**src/rtl/pipe_hazard_ctrl.sv**
```systemverilog
// pipe_hazard_ctrl: pipeline stall/flush/forwarding control with memory-wait tracking (optional HAZARD_PERF_EN perf counters)
module pipe_hazard_ctrl #(
    parameter int MEM_TIMEOUT = 255
) (
    input  logic       clk,
    input  logic       rst,
    input  logic [4:0] rs1_D,
    input  logic [4:0] rs2_D,
    input  logic [4:0] rs1_E,
    input  logic [4:0] rs2_E,
    input  logic [4:0] rd_E,
    input  logic [4:0] rd_M,
    input  logic [4:0] rd_W,
    input  logic       reg_wr_E,
    input  logic       reg_wr_M,
    input  logic       reg_wr_W,
    input  logic [1:0] wb_sel_E,
    input  logic       br_taken_E,
    input  logic [2:0] rd_en_M,
    input  logic [2:0] wr_en_M,
    input  logic       mem_ready,
    output logic       stall_F,
    output logic       stall_D,
    output logic       stall_E,
    output logic       stall_M,
    output logic       clr_D,
    output logic       clr_E,
    output logic       clr_W,
    output logic [1:0] fwd_A,
    output logic [1:0] fwd_B,
`ifdef HAZARD_PERF_EN
    output logic [31:0] stall_cycles,
    output logic [31:0] flush_count,
`endif
    output logic       mem_timeout
);
    typedef enum logic {RUN, MEM_WAIT} state_t;
    localparam logic [7:0] TMAX = 8'(MEM_TIMEOUT);
    localparam logic [7:0] TSET = 8'(MEM_TIMEOUT - 1);
    state_t     state;
    logic [7:0] wait_cnt;
    logic       load_use;
    logic       mem_busy;
    // Hazard detection and priority-resolved stall/flush controls
    always_comb begin
        load_use = wb_sel_E == 2'b10 && reg_wr_E && rd_E != 5'd0 && (rd_E == rs1_D || rd_E == rs2_D);
        mem_busy = (rd_en_M != 3'd0 || wr_en_M != 3'd0) && !mem_ready;
        stall_F  = mem_busy || (!br_taken_E && load_use);
        stall_D  = stall_F;
        stall_E  = mem_busy;
        stall_M  = mem_busy;
        clr_D    = !mem_busy && br_taken_E;
        clr_E    = !mem_busy && (br_taken_E || load_use);
        clr_W    = mem_busy;
    end
    // Operand forwarding, Memory stage has priority over Writeback
    always_comb begin
        fwd_A = (reg_wr_M && rd_M != 5'd0 && rd_M == rs1_E) ? 2'b01 :
                (reg_wr_W && rd_W != 5'd0 && rd_W == rs1_E) ? 2'b10 : 2'b00;
        fwd_B = (reg_wr_M && rd_M != 5'd0 && rd_M == rs2_E) ? 2'b01 :
                (reg_wr_W && rd_W != 5'd0 && rd_W == rs2_E) ? 2'b10 : 2'b00;
    end
    // Memory-wait FSM, saturating wait counter and sticky timeout flag
    always_ff @(posedge clk or posedge rst) begin
        if (rst) begin
            state       <= RUN;
            wait_cnt    <= 8'd0;
            mem_timeout <= 1'b0;
        end else begin
            state       <= mem_busy ? MEM_WAIT : RUN;
            wait_cnt    <= (state == RUN || !mem_busy) ? 8'd0 :
                           (wait_cnt == TMAX) ? wait_cnt : wait_cnt + 8'd1;
            mem_timeout <= mem_timeout || (mem_busy && wait_cnt == TSET);
        end
    end
`ifdef HAZARD_PERF_EN
    // Performance counters, wrapping modulo 2^32
    always_ff @(posedge clk or posedge rst) begin
        if (rst) begin
            stall_cycles <= 32'd0;
            flush_count  <= 32'd0;
        end else begin
            stall_cycles <= stall_cycles + {31'd0, stall_F | stall_D | stall_E | stall_M};
            flush_count  <= flush_count + {31'd0, clr_D & clr_E};
        end
    end
`endif
endmodule
```
**config.mk**
```make
export PLATFORM = sky130hd
export DESIGN_NAME = pipe_hazard_ctrl
export DESIGN_NICKNAME = d
export VERILOG_FILES = /design/src/rtl/pipe_hazard_ctrl.sv
export SDC_FILE = /design/constraint.sdc
export NUM_CORES = 1
export LEC_CHECK = 0
export ABC_CLOCK_PERIOD_IN_PS = 2380
export CORE_UTILIZATION = 39
export CTS_CLUSTER_DIAMETER = 80
export CTS_CLUSTER_SIZE = 25
export DETAILED_ROUTE_END_ITERATION = 8
export HOLD_SLACK_MARGIN = 0.03
export PLACE_DENSITY = 0.86
export SLEW_MARGIN = 5
export SYNTH_ARGS = -nofsm -noshare
export SYNTH_HDL_FRONTEND = slang
export SYNTH_SLANG_ARGS = --single-unit
export TNS_END_PERCENT = 30
```
**constraint.sdc**
```tcl
create_clock -name clk -period 2.38 [get_ports clk]
set_input_delay 0.357 -clock clk [delete_from_list [all_inputs] [get_ports clk]]
set_output_delay 0.357 -clock clk [all_outputs]
set_load 0.01 [all_outputs]
```
==> impl_metrics.yaml <==
synthesis:
  synthesis.area_sq_um: 950
  ys_ff_latch: 10
  yosysSeqAreaShare_pct: 26.4
  ys_warn_count: 0
  synth_cells: 112
  ys_types: 29
  syn_nets: 164
  avgSynthCellArea_sq_um: 8.48
layout:
  area_growth_pct: 80.8
  final_layout_size_suffix_gt1_share_pct: 15.1
  design_area_sq_mm: 0.00172
  diodes: 0
  final_nets: 239
drt:
  dr.pass1.iters: 4
  antenna_left: 0
  wl_per_cell_um: 15.3
  routed_wl_mm: 3.26
  drc: 0
  drt-initial-drc-count: 20
  vias: 1108
  vias_per_cell: 5.20
worst_setup_path:
  crit_fanout: 2
  path_class: "in -> out"
  worstSetupStartpointType: "primary input"
  cp_cell_sequence: "clkdlybuf4s50_1 -> or4_4 -> o21ai_4 -> nor4_4 -> buf_4 -> clkdlybuf4s50_1"
  max_stage_delay_ns: 0.56
  reg2reg_from: "wait_cnt[1]"
  regToRegSetupSlack_ns: 1.00
  cp_slowest_cell: "or4_4"
  critPathBufInv: 3
  r2r_cells: 5
  timing.rr.end: "wait_cnt[1]"
  critPathTopFamily: "buffers and inverters"
  path_common_cell: "clkdlybuf4s50_1"
  worstPathArrival_ns: 2.23
  required_ns: 2.02
  end_kind: "output port"
pwr:
  power_mw: 0.513
  leakage_nw: 0.746
  powerDensity_mw_per_mm2: 299
  ir_drop_v: 0.000235
timing:
  rsz0062_at_grt: "true"
  setup_viol: 3
  final_hold_viol_count: 0
  min_period_ns: 2.58
  fin_ws_ns: -0.204
  max_slew_margin_pct: 75.2
  clock_skew_ns: 0.00370
  slew_violations: 0
  period_share_pct: 109
  max_freq_mhz: 387
  worst_pin_slew_ns: 0.371
outcome:
  outcome: "finished with violations"
  failed_checks: "setup timing"
grt:
  grt_overflow: 0
  grt_pass1_wl_mm: 4.72
  antenna_found_initial: 0
  gr-usage-all-layers_pct: 24.6
  grt_pass1_vias: 1100
  grt_max_degree: 11
clock_network:
  ctsHoldBuffers: 0
  cts_sinks: 10
  cts_tree: "done"
  numCtsBuffers: 3
  root_buffer: "clkbuf_4"
  path_clk_slew_ns: 0.06
  clock_latency_ns: 0.27
  clock_path_buffers: 2
  cts_max_level: 1
die:
  initial_core_util_pct: 42.1
  pin_count: 62
  fp.dieW_um: 51.3
  core_area_sq_mm: 0.00225
  dieArea_sq_mm: 0.00264
  chipHeight_um: 51.3
  row_count: 17
hold_path:
  hp-class: "in -> async"
run:
  max-cap-violations: 0
place:
  gp_congestion: 0.839
  port_buffers: 61
  hpwlAfterDp_mm: 2.66
  placed_area_sq_mm: 0.00166
metrics by stage:
stage                     util, %  std cells  TNS (ns)  setup WS [ns]  hold WS [ns]
after floorplan                 -        112         0          0.539         0.197
after global routing         76.1        213    -0.454         -0.242         0.400
final                        76.1        213    -0.287         -0.204         0.359
after detailed placement     73.8        210     -2.20         -0.407         0.475
after global placement       73.8        210     -1.66         -0.352         0.459
after CTS                    75.3        213    -0.631         -0.221         0.370
where the power goes:
group	leakage (nW)	total [mW]	internal, mW	switching [mW]
Clock	0.0138	0.119	0.0586	0.0600
Combinational	0.598	0.218	0.130	0.0879
Sequential	0.134	0.176	0.173	0.00243
Total	0.746	0.513	0.362	0.150
what timing repair did:
action	4_1_cts	5_1_grt
pin swaps	0	1
resized for setup	15	9
cloned	0	0
endpoints found under the setup margin	7	7
setup buffers	0	0
Yosys cell counts (all sizes together):
master / instances / area, sq um
a211oi: 1 / 7.51
a21oi: 2 / 10.0
o31ai: 2 / 15.0
a22oi: 1 / 7.51
buf: 3 / 22.5
xor2: 26 / 228
and3: 3 / 18.8
nor3: 4 / 20.0
ha: 2 / 25.0
o211ai: 1 / 7.51
or4: 5 / 41.3
xnor2: 6 / 52.6
nor2: 14 / 52.6
a31o: 1 / 8.76
mux2i: 1 / 10.0
nand3: 5 / 25.0
o21ai: 5 / 28.8
nor4: 4 / 37.5
o2111ai: 1 / 8.76
inv: 4 / 15.0
dfrtp: 10 / 250
and4: 1 / 8.76
nand4: 3 / 18.8
o21bai: 1 / 7.51
nand2: 6 / 22.5
metal layers:
metal  track usage (%)  part of all wire [%]
met2              47.1                    53
met4              9.01                  0.67
met1              26.7                    41
met5                 0                     0
met3              4.17                   5.6
how the worst max path moves through the flow:
stage | from | end | slack (ns) | cells after the start
2_1_floorplan | rd_M[1] | fwd_A[1] | 0.54 | 4
3_3_place_gp | rd_M[1] | fwd_B[1] | -0.35 | 6
3_5_place_dp | rd_M[1] | fwd_A[1] | -0.41 | 6
4_1_cts | rd_M[2] | fwd_B[0] | -0.22 | 7
5_1_grt | rd_M[1] | fwd_B[0] | -0.24 | 6
6_report | rd_M[1] | fwd_B[0] | -0.20 | 6
final cells by class:
type	instances	area (sq um)
multi-input cells	95	708
flip-flops and latches	10	250
inverters	4	15.0
well taps	28	35.0
clock buffers	3	22.5
fillers	157	538
repair buffers	73	686
cells in the final DEF, fill, tap and decap left out, types with 3 or more instances in the layout:
cell type	Yosys	routed
buf_4	3	12
nor2_1	14	14
nand4_1	3	3
or4_1	4	4
nor3_1	4	4
clkbuf_4	0	3
nand3_1	5	5
xnor2_1	6	6
nand2_1	6	6
inv_1	4	4
clkdlybuf4s50_1	0	55
dfrtp_1	10	10
and3_1	3	3
xor2_1	26	26
cell families after synthesis:
| group | share of synthesized area [%] |
|---|---|
| AO/OA/AOI/OAI | 10.7 |
| adder cells (fa/ha/maj) | 2.63 |
| multiplexers | 1.05 |
| AND/OR/NAND/NOR | 25.8 |
| buffers and inverters | 3.95 |
| XOR/XNOR | 29.5 |
| flip-flops | 26.4 |
registers in the layout, summed over array words and instances (netlist names):
name and count:
mem_timeout 1, state 1, wait_cnt 8
(Power assumes the default switching activity.)
